===== config.mk =====
export PLATFORM = sky130hd
export DESIGN_NAME = muldiv_sequencer
export DESIGN_NICKNAME = d
export VERILOG_FILES = /design/src/rtl/muldiv_pkg.sv /design/src/rtl/muldiv_step.sv /design/src/rtl/muldiv_sequencer.sv
export SDC_FILE = /design/constraint.sdc
export NUM_CORES = 1
export LEC_CHECK = 0
export CORE_MARGIN = 2
export CORE_UTILIZATION = 45
export DETAILED_ROUTE_END_ITERATION = 6
export DONT_BUFFER_PORTS = 1
export MAX_ROUTING_LAYER = met4
export PLACE_DENSITY = 0.68
export SLEW_MARGIN = 20
export SYNTH_ARGS = -nofsm -noshare
export SYNTH_HDL_FRONTEND = slang
export SYNTH_SLANG_ARGS = --single-unit

===== constraint.sdc =====
create_clock -name clk -period 8.2 [get_ports clk]
set_clock_uncertainty 0.15 [all_clocks]
set_input_delay 1.23 -clock clk [delete_from_list [all_inputs] [get_ports clk]]
set_output_delay 1.23 -clock clk [all_outputs]
set_load 0.1 [all_outputs]

===== src/rtl/muldiv_pkg.sv =====
`default_nettype none
// ============================================================================
// Module      : muldiv_pkg
// Description : Shared types and constants for the iterative multiply/divide
//               unit (sequencer state encoding, op encoding, default width).
// Revision    : 1.0 - initial release
// ============================================================================
package muldiv_pkg;

  localparam int DEFAULT_WIDTH = 32;

  localparam logic [1:0] OP_MULTU = 2'd0;
  localparam logic [1:0] OP_MULT  = 2'd1;
  localparam logic [1:0] OP_DIVU  = 2'd2;
  localparam logic [1:0] OP_DIV   = 2'd3;

  typedef enum logic [1:0] {
    ST_IDLE = 2'd0,
    ST_RUN  = 2'd1,
    ST_FIN  = 2'd2
  } state_t;

endpackage
`default_nettype wire


===== src/rtl/muldiv_step.sv =====
`default_nettype none
// ============================================================================
// Module      : muldiv_step
// Description : One combinational iteration of the multiply/divide datapath.
//               Multiply: MSB-first shift-add, acc' = 2*acc + bit*opnd.
//               Divide  : restoring shift-subtract; acc = {remainder, quotient},
//                         the next dividend bit enters the remainder LSB.
//               The divide path exists only when MULDIV_DIV_EN is defined.
// Revision    : 1.0 - initial release
// ============================================================================
module muldiv_step
  import muldiv_pkg::*;
#(
  parameter int WIDTH = DEFAULT_WIDTH
) (
  input  logic [2*WIDTH-1:0] i_acc,
  input  logic [WIDTH-1:0]   i_opnd,
  input  logic               i_bit,
`ifdef MULDIV_DIV_EN
  input  logic               i_div,
`endif
  output logic [2*WIDTH-1:0] o_acc
);

  logic [2*WIDTH-1:0] w_mul;

  // Product grows from the multiplier MSB downwards, so after WIDTH steps
  // the accumulator holds the full double-width product.
  assign w_mul = {i_acc[2*WIDTH-2:0], 1'b0}
               + (i_bit ? {{WIDTH{1'b0}}, i_opnd} : {(2*WIDTH){1'b0}});

`ifdef MULDIV_DIV_EN
  logic [WIDTH:0] w_trial;
  logic [WIDTH:0] w_diff;
  logic           w_ge;

  // The remainder is always below the divisor, so both the restored and the
  // subtracted value fit back into WIDTH bits. A zero divisor always
  // "subtracts", which leaves the dividend in the remainder and all ones in
  // the quotient.
  assign w_trial = {i_acc[2*WIDTH-1:WIDTH], i_bit};
  assign w_ge    = (w_trial >= {1'b0, i_opnd});
  assign w_diff  = w_trial - {1'b0, i_opnd};

  assign o_acc = i_div ? {(w_ge ? w_diff[WIDTH-1:0] : w_trial[WIDTH-1:0]),
                          i_acc[WIDTH-2:0], w_ge}
                       : w_mul;
`else
  assign o_acc = w_mul;
`endif

endmodule
`default_nettype wire


===== src/rtl/muldiv_sequencer.sv =====
`default_nettype none
// ============================================================================
// Module      : muldiv_sequencer
// Description : Iterative multiply/divide unit with private HI/LO registers.
//               One bit per cycle; result visible WIDTH+1 cycles after start.
//               Raises stall while busy if the instruction stream reads HI/LO
//               or presents another start.
//               Build option: MULDIV_DIV_EN enables DIVU/DIV (ops 2/3); without
//               it those starts are ignored.
// Revision    : 1.0 - initial release
// ============================================================================
module muldiv_sequencer
  import muldiv_pkg::*;
#(
  parameter int WIDTH = DEFAULT_WIDTH
) (
  input  logic             clk,
  input  logic             reset,
  input  logic             i_start,
  input  logic [1:0]       i_op,
  input  logic [WIDTH-1:0] i_srca,
  input  logic [WIDTH-1:0] i_srcb,
  input  logic             i_rd_hi,
  input  logic             i_rd_lo,
  output logic [WIDTH-1:0] o_hi,
  output logic [WIDTH-1:0] o_lo,
  output logic             o_busy,
  output logic             o_done,
  output logic             o_stall
);

  localparam int            CW   = (WIDTH > 1) ? $clog2(WIDTH) : 1;
  localparam logic [CW-1:0] LAST = CW'(WIDTH - 1);

  state_t               r_state;
  state_t               w_next;
  logic [CW-1:0]        r_cnt;
  logic [2*WIDTH-1:0]   r_acc;
  logic [2*WIDTH-1:0]   w_step_acc;
  logic [2*WIDTH-1:0]   w_prod;
  logic [WIDTH-1:0]     r_opnd;
  logic [WIDTH-1:0]     r_bits;
  logic                 r_neg_q;
  logic [WIDTH-1:0]     r_hi;
  logic [WIDTH-1:0]     r_lo;
  logic                 r_done;
  logic [WIDTH-1:0]     w_res_hi;
  logic [WIDTH-1:0]     w_res_lo;
  logic                 w_is_mul;
  logic                 w_is_div;
  logic                 w_signed;
  logic                 w_legal;
  logic                 w_accept;
  logic [WIDTH-1:0]     w_a_mag;
  logic [WIDTH-1:0]     w_b_mag;
`ifdef MULDIV_DIV_EN
  logic                 r_div;
  logic                 r_dz;
  logic                 r_neg_r;
`endif

  assign w_is_mul = (i_op == OP_MULTU) || (i_op == OP_MULT);
  assign w_is_div = (i_op == OP_DIVU)  || (i_op == OP_DIV);
  assign w_signed = (i_op == OP_MULT)  || (i_op == OP_DIV);
`ifdef MULDIV_DIV_EN
  assign w_legal  = w_is_mul | w_is_div;
`else
  assign w_legal  = w_is_mul & ~w_is_div;
`endif
  assign w_accept = (r_state == ST_IDLE) & i_start & w_legal;

  // Signed ops run on magnitudes; sign is restored in FIN.
  assign w_a_mag = (w_signed & i_srca[WIDTH-1]) ? -i_srca : i_srca;
  assign w_b_mag = (w_signed & i_srcb[WIDTH-1]) ? -i_srcb : i_srcb;

  muldiv_step #(.WIDTH(WIDTH)) u_step (
    .i_acc  (r_acc),
    .i_opnd (r_opnd),
    .i_bit  (r_bits[WIDTH-1]),
`ifdef MULDIV_DIV_EN
    .i_div  (r_div),
`endif
    .o_acc  (w_step_acc)
  );

  // State register.
  always_ff @(posedge clk) begin
    if (reset) r_state <= ST_IDLE;
    else       r_state <= w_next;
  end

  // Next-state decode plus combinational busy/stall.
  always_comb begin
    w_next = r_state;
    o_busy = (r_state != ST_IDLE);
    case (r_state)
      ST_IDLE: if (w_accept) w_next = ST_RUN;
      ST_RUN:  if (r_cnt == LAST) w_next = ST_FIN;
      ST_FIN:  w_next = ST_IDLE;
      default: w_next = ST_IDLE;
    endcase
    o_stall = o_busy & (i_rd_hi | i_rd_lo | i_start);
  end

  // Sign correction of the finished accumulator into HI/LO values.
  always_comb begin
    w_prod   = r_neg_q ? -r_acc : r_acc;
    w_res_hi = w_prod[2*WIDTH-1:WIDTH];
    w_res_lo = w_prod[WIDTH-1:0];
`ifdef MULDIV_DIV_EN
    if (r_div) begin
      // Divide by zero reports the raw all-ones quotient and latched dividend.
      w_res_lo = (r_neg_q & ~r_dz) ? -r_acc[WIDTH-1:0] : r_acc[WIDTH-1:0];
      w_res_hi = (r_neg_r & ~r_dz) ? -r_acc[2*WIDTH-1:WIDTH]
                                   : r_acc[2*WIDTH-1:WIDTH];
    end
`endif
  end

  // Operand latch, per-step iteration, and HI/LO write at FIN.
  always_ff @(posedge clk) begin
    if (reset) begin
      r_cnt   <= '0;
      r_acc   <= '0;
      r_opnd  <= '0;
      r_bits  <= '0;
      r_neg_q <= 1'b0;
      r_hi    <= '0;
      r_lo    <= '0;
      r_done  <= 1'b0;
`ifdef MULDIV_DIV_EN
      r_div   <= 1'b0;
      r_dz    <= 1'b0;
      r_neg_r <= 1'b0;
`endif
    end else begin
      r_done <= (r_state == ST_FIN);
      if (w_accept) begin
        r_acc   <= '0;
        r_cnt   <= '0;
        r_neg_q <= w_signed & (i_srca[WIDTH-1] ^ i_srcb[WIDTH-1]);
`ifdef MULDIV_DIV_EN
        r_div   <= w_is_div;
        r_dz    <= (i_srcb == '0);
        r_neg_r <= w_signed & i_srca[WIDTH-1];
        r_opnd  <= w_is_div ? w_b_mag : w_a_mag;
        r_bits  <= w_is_div ? w_a_mag : w_b_mag;
`else
        r_opnd  <= w_a_mag;
        r_bits  <= w_b_mag;
`endif
      end else if (r_state == ST_RUN) begin
        r_acc  <= w_step_acc;
        r_bits <= {r_bits[WIDTH-2:0], 1'b0};
        r_cnt  <= r_cnt + CW'(1);
      end else if (r_state == ST_FIN) begin
        r_hi <= w_res_hi;
        r_lo <= w_res_lo;
      end
    end
  end

  assign o_hi   = r_hi;
  assign o_lo   = r_lo;
  assign o_done = r_done;

endmodule
`default_nettype wire


==> results of run 1 <==
[cell families after synthesis]
kind of cell / after synthesis / share of synthesized area [%]
simple gates: 603 / 23.1
compound gates: 442 / 22.8
flops: 201 / 33.0
xor+xnor: 178 / 12.8
buf+inv: 140 / 4.34
fa+ha+maj: 37 / 3.85
mux: 2 / 0.164
[registers in the layout (all words and copies together), names as in the netlist]
register / count
o_done: 1
o_hi: 32
o_lo: 32
r_acc: 64
r_bits: 32
r_cnt: 5
r_neg_q: 1
r_opnd: 32
r_state: 2
[layout by cell type, fill, tap and decap left out, drive strengths merged, types with 5 or more instances in the layout]
cell    netlist  final
nand3        34     34
clkinv        0      7
or2           9      9
xor2         95     95
a221oi        5      5
inv          21     22
nand4        11     11
a22o          7      7
nor2b        10     10
dfxtp       201    201
nor3         34     34
ha           36     36
a21o          8      8
nor4         10     10
o41ai        15     15
buf          12      8
xnor2        83     83
nand2       203    203
o31ai        27     27
o211ai        6      6
or3          22     22
clkbuf      107     30
o21ai       110    110
a31oi         5      5
nor2        174    174
a311oi       26     26
nand2b        8      8
a211oi       71     71
and3         14     14
or4          24     24
a21oi       135    135
and2         37     37
[tightest hold or removal path: cells and delay by family (launching register included)]
kind | cells | cell delay (ns)
AOI/OAI and AO/OA | 1 | 0.05
DFF | 1 | 0.31
and+or+nand+nor | 1 | 0.05
[worst max-delay path by stage]
stage | start | end | slack (ns) | cells past startpoint
floorplan | i_srcb[10] | r_bits[29] | 4.10 | 9
finish | r_bits[31] | r_acc[54] | 4.24 | 11
CTS | r_bits[31] | r_acc[54] | 4.21 | 11
global placement | i_srca[4] | r_opnd[29] | 3.98 | 9
global route | r_bits[31] | r_acc[50] | 3.82 | 11
detailed placement | i_srcb[10] | r_bits[29] | 3.95 | 8
[per-stage QoR]
step	instance area (µm²)	instances	power, mW	util (%)	worst slack, ns
2_1_floorplan	12200	1603	1.27	-	4.10
3_3_place_gp	12300	1833	1.32	45.8	3.98
3_5_place_dp	12300	1833	1.32	45.8	3.95
4_1_cts	13200	1877	2.48	49.1	4.21
5_1_grt	13200	1877	2.56	49.1	3.82
6_report	13200	1877	2.46	49.1	4.24
[cell type report]
type | count | area (µm²)
Timing Repair Buffer | 8 | 60.1
Multi-Input combinational cell | 1262 | 7690
Clock inverter | 14 | 189
Sequential cell | 201 | 4030
Fill cell | 2645 | 13700
Inverter | 21 | 78.8
Clock buffer | 30 | 684
Tap cell | 341 | 427
[power by group through the flow]
stage	clock network [mW]	registers, mW	logic [mW]
after floorplan	0	1.05	0.223
after global placement	0	1.07	0.252
after detailed placement	0	1.07	0.254
after CTS	1.18	1.05	0.256
after global routing	1.22	1.05	0.285
final	1.16	1.05	0.255
[routing by layer]
| layer | track usage (%) | vias to the layer above | routed length, µm |
|---|---|---|---|
| met2 | 33.6 | 285 | 13200 |
| met3 | 4.56 | 58 | 2140 |
| met4 | 6.75 | 0 | 898 |
| met5 | - | - | 0 |
| met1 | 31.0 | 4993 | 15500 |
| li1 | - | 5524 | - |
==> results.toml, run 1 <==
[outcome]
outcome = "complete, no violations"

[sta]
maxSlewHeadroom_pct = 31.7
worst_slew_pin_slew_ns = 1.02
setup_tns_ns = 0
setup_viol = 0
final.period_utilization_pct = 48.3
maxSlewViolCount = 0
hold_violations = 0
fmax_ghz = 0.252
fin_crit_ns = 3.96
fin_hold_ws_ns = 0.300
rsz0062_at_grt = "false"

[worst_setup_path]
cpLargestDelayFamily = "compound AO/OA/AOI/OAI gates"
crit_buf_inv = 0
critPathMaxStageDelay_ns = 0.78
r2r_end = "r_acc[54]"
rr_startpoint = "r_bits[31]"
critPathKind = "reg2reg"
critPathArrivalTime_ns = 4.17
path_max_fanout = 33
cp-start-kind = "flop"
reg2reg_depth = 11
worstPathRequired_ns = 8.41
cp-end-kind = "flop"
crit_chain = "and2_1, ha_1, a21oi_1, nand2_1, or4_1, nand2_1, o41a_1, o31a_1, nor3_1, xnor2_1, a21oi_1"
slowest_stage = "dfxtp_1"
r2r_slack_ns = 4.24

[pwr]
p_leak_nw = 4.65
irDropWorstVdd_mv = 0.120
power_switching_uw = 634
seq_power_share_pct = 42.6
powerDensity_mw_per_mm2 = 187
combinationalPowerShare_pct = 10.4
clkPwrFrac_pct = 47.1
power.internal_mw = 1.83
swShare_pct = 25.8

[clocking]
clkTransAtPathRegs_ns = 0.06
cts_buffer_depth = 3
root_buffer = "clkbuf_16"
htree_levels = 1
cts_hold_buffers = 0
cts.repair.resized = 0
tritoncts = "built"
cts_setup_buffers = 0
cts.sinks = 201
cts_buffers = 24
clk-insertion-delay-late_ns = 0.52

[floorplanning]
die_w_um = 169
dieArea_mm2 = 0.0285
rows = 60
initial_core_util_pct = 45.6
pin_count = 138
die_y_um = 169
core_mm2 = 0.0268

[logic_synthesis]
ys.flop_type = "dfxtp_1"
synth_nets = 1711
syn_inst = 1603
synth_cell_types = 60
synthArstFlopShare_pct = 0
synth_seq_cells = 201
synth_top_area_share_pct = 33.0
synth-edff-count = 0
synth_common_cells = "nand2_1, dfxtp_1, nor2_1"
yosys_warnings = 0
synth_area_leaders = "dfxtp_1, xor2_1, nand2_1, xnor2_1, a21oi_1"
syn_area_per_cell_um2 = 7.62
ys_seq_area_share_pct = 33.0
yosysMostFrequentCell = "nand2_1"
synth.cell_area_mm2 = 0.0122
yosysTopAreaCell = "dfxtp_1"

[placed_design]
hpwl_mm = 22.6
gp_congestion = 0.921
port_buffers = 0

[worst_hold_path]
whs_endpoint = "r_opnd[0]"
worstHoldPathType = "reg2reg"
hp-start = "r_opnd[0]"
worstHoldPathCells = 2

[detailed_routing]
firstDrtPassIters = 5
drcViolationCount = 0
drtIter0Drc = 634
wire_per_inst_um = 16.9
avgViaCountPerCell = 5.79
ant_nets = 0
wl_mm = 31.7
num_vias = 10860

[layout]
n_antenna_cell = 0
final_nets = 1626
area_growth_pct = 7.70
drive_gt1_share_pct = 4.69

[global_routing]
grt_pass1_wl_mm = 51.9
grt_antenna_before_repair = 0
grt_start_max_net_pins = 108
first_global_vias = 10096
gr-usage-all-layers_pct = 22.6
grt.overflow.total = 0

[job]
cap_violations = 0
(Power assumes the default switching activity.)
==> run 2: changes to the inputs <==
==> constraint.sdc (replaced) <==
create_clock -name clk -period 4 [get_ports clk]
set_clock_uncertainty 0.15 [all_clocks]
set_input_delay 0.6 -clock clk [delete_from_list [all_inputs] [get_ports clk]]
set_output_delay 0.6 -clock clk [all_outputs]
set_load 0.1 [all_outputs]
==> run 2 against run 1 <==
Global-route usage up 0.80 points. Combinational power grew 120%. Design area up 0.75%. Sequential share of layout area down 0.23 points. Flip-flop and latch count did not move. Power grew 99%. Sequential power up 100%. Critical endpoint is now r_acc[43].
==> results.toml, run 2 (same netlist as run 1, synthesis figures left out) <==
[outcome]
outcome = "complete, no violations"

[layout]
area_growth_pct = 8.51
final_cells = 1894
final_cell_mix = "nand2_1, dfxtp_1, nor2_1"
largest_reg_flops = 64
drive_gt1_share_pct = 5.15
nFillCells = 2642
final_nets = 1645
final_common_cell = "nand2_1"
top_register = "r_acc"
n_antenna_cell = 0

[clocking]
cts_buffer_depth = 3
tritoncts = "built"
cts.repair.resized = 0
cts.sinks = 201
cts_setup_buffers = 0
htree_levels = 1
clkTransAtPathRegs_ns = 0.06
cts_buffers = 24
root_buffer = "clkbuf_16"
clk-insertion-delay-late_ns = 0.53

[global_routing]
grt.overflow.total = 0
grt_pass1_wl_mm = 53.6
first_global_vias = 10181
gr-usage-all-layers_pct = 23.4
grt_start_max_net_pins = 115
grt_antenna_before_repair = 0

[floorplanning]
pin_count = 138
core_mm2 = 0.0268
rows = 60
die_y_um = 169
dieArea_mm2 = 0.0285
initial_core_util_pct = 45.6
die_w_um = 169

[sta]
maxSlewViolCount = 0
hold_violations = 0
fin_crit_ns = 3.62
rsz0062_at_grt = "false"
maxSlewHeadroom_pct = 32.1
fmax_ghz = 0.277
worst_slack_ns = 0.384
final.period_utilization_pct = 90.4
worst_slew_pin_slew_ns = 1.02
fin_hold_ws_ns = 0.0252
setup_tns_ns = 0
setup_viol = 0

[worst_setup_path]
rr_startpoint = "r_bits[31]"
critPathKind = "reg2reg"
r2r_end = "r_acc[43]"
cp-end-kind = "flop"
path_max_fanout = 22
cp.depth = 12
crit_buf_inv = 1
r2r_slack_ns = 0.38
worstPathRequired_ns = 4.28
slowest_stage = "dfxtp_1"
critPathMaxStageDelay_ns = 0.70
critPathArrivalTime_ns = 3.90
crit_chain = "and2_1, ha_1, a21oi_1, o211ai_1, or4_1, o211ai_1, a211oi_1, buf_4, nand2_1, xnor2_1, nor2_1, a211oi_1"
reg2reg_depth = 12
cpLargestDelayFamily = "compound AO/OA/AOI/OAI gates"
cp-start-kind = "flop"

[worst_hold_path]
hp-start = "reset"
worstHoldPathType = "in2reg"
worstHoldPathCells = 1
whs_endpoint = "r_bits[29]"

[detailed_routing]
firstDrtPassIters = 7
wire_per_inst_um = 17.4
wl_mm = 33.0
drcViolationCount = 0
avgViaCountPerCell = 5.80
drtIter0Drc = 767
ant_nets = 0
num_vias = 10985

[placed_design]
hpwl_mm = 23.1
port_buffers = 0
dp_slack_ns = 0.368
gp_congestion = 0.940
placed_cells_incl_taps = 1850

[job]
cap_violations = 0

[pwr]
p_leak_nw = 4.72
irDropWorstVdd_mv = 0.265
power.total_mw = 4.90
powerDensity_mw_per_mm2 = 370
==> run 2: cell count changes in the layout (fill, tap and decap cells not counted), sizes merged <==
cell	delta
clkinvlp	-2
clkbuf	+8
dlygate4sd3	+1
buf	+18
clkinv	-5
bufinv	-2
inv	-1
==> run 2: worst max path at each step <==
| stage | from | endpoint | slack, ns |
|---|---|---|---|
| finish | r_bits[31] | r_acc[43] | 0.38 |
| detailed placement | i_srcb[10] | r_bits[29] | 0.37 |
| CTS | r_bits[31] | r_acc[63] | 0.41 |
| floorplan | i_srcb[10] | r_bits[29] | 0.53 |
| global route | r_bits[31] | r_acc[43] | 0.1 |
| global placement | i_srcb[10] | r_bits[29] | 0.44 |
==> run 2: through the flow <==
step | instance area (µm²) | utilization (%)
global route | 13200 | 49.4
finish | 13200 | 49.4
CTS | 13200 | 49.4
global placement | 12400 | 46.4
detailed placement | 12400 | 46.4
floorplan | 12200 | -
==> run 2: area by class of cell <==
class / instances / area, µm² / share of cell area, %
Sequential cell: 201 / 4030 / 30.4
Clock buffer: 38 / 703 / 5.31
Timing Repair Buffer: 27 / 243 / 1.83
Clock inverter: 4 / 81.3 / 0.614
Multi-Input combinational cell: 1262 / 7690 / 58.1
Tap cell: 341 / 427 / 3.22
Inverter: 21 / 78.8 / 0.595
==> run 2: what timing repair did <==
action | in CTS | in global routing
hold buffers | 2 | 0
endpoints found under the setup margin | 0 | 0
endpoints found under the hold margin | 38 | 0
==> run 2: power by group <==
part | total [mW] | internal, mW | switching (mW)
clock network | 2.20 | 1.33 | 0.874
logic | 0.551 | 0.206 | 0.346
registers | 2.15 | 2.07 | 0.0779
total | 4.90 | 3.61 | 1.30
==> run 2: worst register-to-register path: stages, from the launching register on <==
cell,delay (ns)
dfxtp_1,0.70
and2_1,0.23
ha_1,0.30
a21oi_1,0.32
o211ai_1,0.13
or4_1,0.50
o211ai_1,0.35
a211oi_1,0.18
buf_4,0.19
nand2_1,0.07
xnor2_1,0.11
nor2_1,0.06
a211oi_1,0.23
==> run 2: per-layer routing <==
layer | global-route usage [%] | routed length [µm]
met5 | - | 0
met2 | 34.0 | 13900
met4 | 6.37 | 790
met1 | 32.7 | 15600
met3 | 5.05 | 2740
==> run 3: changes to the inputs <==
--- a/config.mk
+++ b/config.mk
@@ -5,7 +5,6 @@
 export SDC_FILE = /design/constraint.sdc
 export NUM_CORES = 1
 export LEC_CHECK = 0
-export CORE_MARGIN = 2
 export CORE_UTILIZATION = 45
 export DETAILED_ROUTE_END_ITERATION = 6
 export DONT_BUFFER_PORTS = 1
==> run 3 against run 2 <==
Maximum frequency is 2.2% higher. Design area is 0.46% higher. Wire length up 0.10%. Clock power shrank 2%. Clock-buffer cell count fell by 2. Sequential power about the same. Register-to-register slack improved by 0.08 ns. Critical endpoint is now o_hi[25]. Largest cell class unchanged. Highest routed layer unchanged.
==> results.toml, run 3 (same netlist as run 1, synthesis figures left out) <==
[layout]
final_nets = 1652
drive_gt1_share_pct = 5.45
fin_area_mm2 = 0.0133
n_antenna_cell = 0
largest_reg_flops = 64
final_cell_mix = "nand2_1, dfxtp_1, nor2_1"
utilization_pct = 50.5
top_register = "r_acc"
final_cells = 1894
area_growth_pct = 9.01
final_common_cell = "nand2_1"
nFillCells = 2527

[placed_design]
gp_congestion = 0.966
hpwl_mm = 22.9
placedInstanceArea_mm2 = 0.0124
port_buffers = 0
dp_slack_ns = 0.351
placed_cells_incl_taps = 1846

[global_routing]
grt.overflow.total = 0
grt_start_max_net_pins = 115
grt_antenna_before_repair = 0
grt_pass1_wl_mm = 52.9
first_global_vias = 10153
gr-usage-all-layers_pct = 23.7

[clocking]
clkTransAtPathRegs_ns = 0.06
tritoncts = "built"
cts.sinks = 201
cts.repair.resized = 0
htree_levels = 1
cts_hold_buffers = 4
clk-insertion-delay-late_ns = 0.53
root_buffer = "clkbuf_16"
cts_buffers = 24
cts_setup_buffers = 0
cts_buffer_depth = 3

[pwr]
powerDensity_mw_per_mm2 = 366
p_leak_nw = 4.74
irDropWorstVdd_mv = 0.269
power.total_mw = 4.87

[sta]
setup_tns_ns = 0
maxSlewViolCount = 0
fin_hold_ws_ns = 0.0251
final.period_utilization_pct = 88.4
setup_viol = 0
fmax_ghz = 0.283
rsz0062_at_grt = "false"
maxSlewHeadroom_pct = 31.8
worst_slew_pin_slew_ns = 1.02
fin_crit_ns = 3.54
hold_violations = 0
worst_slack_ns = 0.464

[worst_setup_path]
path_max_fanout = 8
worstPathRequired_ns = 4.30
critPathMaxStageDelay_ns = 0.60
slowest_stage = "or4_1"
reg2reg_depth = 9
critPathArrivalTime_ns = 3.84
cpLargestDelayFamily = "simple AND/OR/NAND/NOR gates"
cp-start-kind = "flop"
crit_chain = "or4_1, or3_1, nor4_2, nand2_1, or4_1, a21boi_0, xnor2_1, nand2_1, a21oi_1"
crit_buf_inv = 0
cp-end-kind = "flop"
critPathKind = "reg2reg"
cp.depth = 9

[detailed_routing]
avgViaCountPerCell = 5.86
wire_per_inst_um = 17.4
ant_nets = 0
wl_mm = 33.0
firstDrtPassIters = 5
drcViolationCount = 0
drtIter0Drc = 789
num_vias = 11096

[floorplanning]
core_mm2 = 0.0264
die_y_um = 167
pin_count = 138
initial_core_util_pct = 46.3
dieArea_mm2 = 0.0278
die_w_um = 167
rows = 59

[worst_hold_path]
worstHoldPathCells = 1
worstHoldPathType = "in2reg"

[job]
cap_violations = 0

[outcome]
outcome = "complete, no violations"
[run 3: changes by cell type in the layout (fill, tap and decap cells not counted), sizes merged]
| cell | previous run | this run |
|---|---|---|
| clkbuf | 38 | 36 |
| buf | 26 | 29 |
| clkinvlp | 0 | 2 |
| bufinv | 2 | 1 |
| inv | 21 | 22 |
| dlygate4sd3 | 1 | 5 |
| clkinv | 2 | 1 |
[run 3: worst paths after layout]
path / start / end / slack [ns]
worst max-delay path: r_acc[32] / o_hi[25] / 0.46
worst min-delay path: reset / r_opnd[19] / 0.03
worst max register to register: r_acc[32] / o_hi[25] / 0.46
worst min register to register: r_opnd[31] / r_opnd[31] / 0.31
[run 3: final cells by class]
class | instances | area, µm² | area share, %
multi-input combinational | 1262 | 7690 | 57.7
sequential | 201 | 4030 | 30.2
clock buffer | 36 | 706 | 5.30
tap | 335 | 419 | 3.15
timing repair buffer | 34 | 325 | 2.44
inverter | 21 | 78.8 | 0.592
clock inverter | 5 | 70.1 | 0.526
[run 3: where the power goes]
part / internal [mW] / switching (mW) / total [mW]
logic: 0.212 / 0.355 / 0.567
clock network: 1.28 / 0.877 / 2.16
registers: 2.07 / 0.0730 / 2.15
total: 3.57 / 1.31 / 4.87
[run 3: worst reg2reg max path, delay by kind of cell (launching register included)]
kind / cells / cell delay, ns
compound gates: 2 / 0.42
xor+xnor: 1 / 0.19
flops: 1 / 0.40
simple gates: 6 / 2.30
[run 3: layer usage]
| layer | share of wire (%) | vias to the layer above | GRT usage, % |
|---|---|---|---|
| li1 | - | 5577 | - |
| met1 | 49 | 5127 | 32.9 |
| met2 | 41 | 339 | 34.5 |
| met3 | 7.5 | 53 | 4.28 |
| met4 | 2.5 | 0 | 7.45 |
| met5 | 0 | - | - |
==> edit: new RTL, flow settings as in run 3 <==
Add a define of `MULDIV_DIV_EN`.
--- a/src/rtl/muldiv_step.sv
+++ b/src/rtl/muldiv_step.sv
@@ -10,2 +10,4 @@
 // ============================================================================
+`define MULDIV_DIV_EN
+
 module muldiv_step
Behaviour: not the same (a bounded check fails within 4 cycles, from zero or initial values and one cycle with reset high).
==> edit against run 3 <==
Core utilization about the same. First-iteration DRC count increased by 120%. Power increased by 30%. Routed wire length increased by 75%. Final area increased by 32%. Sequential cell count increased by 3. Setup slack got worse by 0.27 ns. Synthesized area increased by 31%. Combinational power increased to 2.9 times the old value. Critical path type unchanged.
==> edit: results (changes against run 3) <==
----------------------------------------------------
[Global route]
  Wire length of the first global-routing pass ... 88200 µm (+67%)
  Pin count of the biggest net entering global routing ... 73 (-37%)
  Global router's overall resource usage ... 32.0% (+8.4 points)

[Layout]
  Fraction of final layout cells with drive strength greater than 1 ... 7.07% (+1.6 points)
  Fin nets ... 2318 (+40%)
  Filler cell count ... 3402 (+35%)

[Critical path]
  Worst-path fanout max ... 23 (+15)
  Reg2Reg Setup Slack ... 0.20 ns (-0.27 ns)
  Worst R2R Path Depth ... 14 (+5)
  Destination of the worst register-to-register timing path ... r_acc[58]
  Cell type of the slowest stage on the worst timing path ... ha_1
  Slowest Stage Delay on Critical Path ... 0.46 ns (-0.14 ns)
  Family of cells with the greatest summed delay on the critical path ... compound AO/OA/AOI/OAI gates
  Arr. time, crit path ... 4.09 ns (+0.25 ns)

[Power]
  Net switching power of the design ... 0.00207 W (+59%)
  Static Leakage ... 6.77 nW (+43%)
  Worst IR drop on VDD ... 0.000427 V (+58%)

[Routing]
  Via count ... 16700 (+50%)
  Drt via density ... 6.30 (+7.6%)

[Placed design]
  Placed Instances ... 2599 (+41%)
  Area after DPL ... 16600 µm² (+34%)
  Worst slack, placed ... 0.191 ns (-0.160 ns)
  Half-perimeter wire length after detailed placement ... 43500 µm (+90%)
  Final weighted congestion in routability-driven placement ... 1.05 (+8.9%)

[Timing]
  Portion of the clock cycle consumed by the worst path in the final layout ... 95.1% (+6.7 points)
  Worst slew pin tran ... 1.16 ns (+0.137 ns)

[Logic synthesis]
  Mux share of post-synthesis cell area ... 2.29% (+2.1 points)
  Ranking of synthesized cells by area ... dfxtp_1 26%, a21oi_1 7.3%, nand2_1 5.9%, nor2_1 5.7%, xor2_1 5.6%
  Arithmetic-cell share of the synthesized area counting full adders, half adders and majority gates ... 5.80% (+1.9 points)
  Top post-synthesis cells by count ... 252 x nand2_1, 241 x nor2_1, 233 x a21oi_1
  Parity-gate share of the synthesized area counting xor and xnor cells ... 10.3% (-2.5 points)
  Cell count after synthesis ... 2224 (+39%)
  Compound-gate portion of the synthesized area ... 28.0% (+5.2 points)
  Sequential share of the synthesized area ... 25.5% (-7.4 points)
  Count of distinct cell types in the synthesized netlist ... 75 (+25%)

[Clock network]
  Total clock buffers created by CTS ... 25 (+4.2%)
  Source-to-sink clock delay at the later pin of the worst-skew pair ... 0.55 ns (+0.02 ns)
  Number of clock sinks seen by CTS ... 204 (+1.5%)

[Outcome]
  Status ... completed

----------------------------------------------------
-- edit: worst min-delay path by stage --
stage / start / endpoint / slack (ns)
after floorplan: r_neg_r / r_neg_r / 0.28
after global placement: r_opnd[5] / r_opnd[5] / 0.29
after detailed placement: r_opnd[5] / r_opnd[5] / 0.29
after CTS: reset / r_bits[31] / 0.006
after global routing: reset / r_bits[31] / 0.008
final: reset / r_bits[31] / 0.03
-- edit: what timing repair did --
item / CTS / global route
setup endpoints to repair: 0 / 7
hold endpoints to repair: 68 / 0
hold buffers: 3 / 0
gates resized for setup: 0 / 5
-- edit: area by class of cell --
type	count	area, µm²	area share [%]
Clock inverter	8	150	0.855
Multi-Input combinational cell	1787	11100	63.0
Inverter	74	278	1.58
Timing Repair Buffer	82	679	3.87
Tap cell	455	569	3.24
Sequential cell	204	4090	23.3
Clock buffer	37	731	4.16
-- edit: cell families (layout without fill, tap and decap cells) --
logic type	count (synthesis)	after routing
DFF	204	204
AOI/OAI and AO/OA	709	709
xor gates and xnor gates	188	188
adders and majority gates	73	73
muxes	36	36
and+or+nand+nor	781	781
buffers and inverters	233	201
-- edit: metal layers --
layer  share of wire, %  GRT usage (%)
met4                5.0           13.9
met3                 10           7.32
met1                 41           39.9
met2                 44           49.3
met5                  0              -
-- edit: power groups by stage --
stage               registers (W)  logic [W]  clock network [W]
finish                    0.00221    0.00165            0.00245
global route              0.00222    0.00179            0.00257
CTS                       0.00220    0.00161            0.00249
detailed placement        0.00225    0.00158                  0
global placement          0.00224    0.00156                  0
floorplan                 0.00221    0.00114                  0
-- edit: through the flow --
step | hold slack, ns | total power (W)
after CTS | 0.00567 | 0.00631
after global placement | 0.288 | 0.00381
final | 0.0253 | 0.00631
after global routing | 0.00779 | 0.00657
after floorplan | 0.282 | 0.00336
after detailed placement | 0.292 | 0.00383
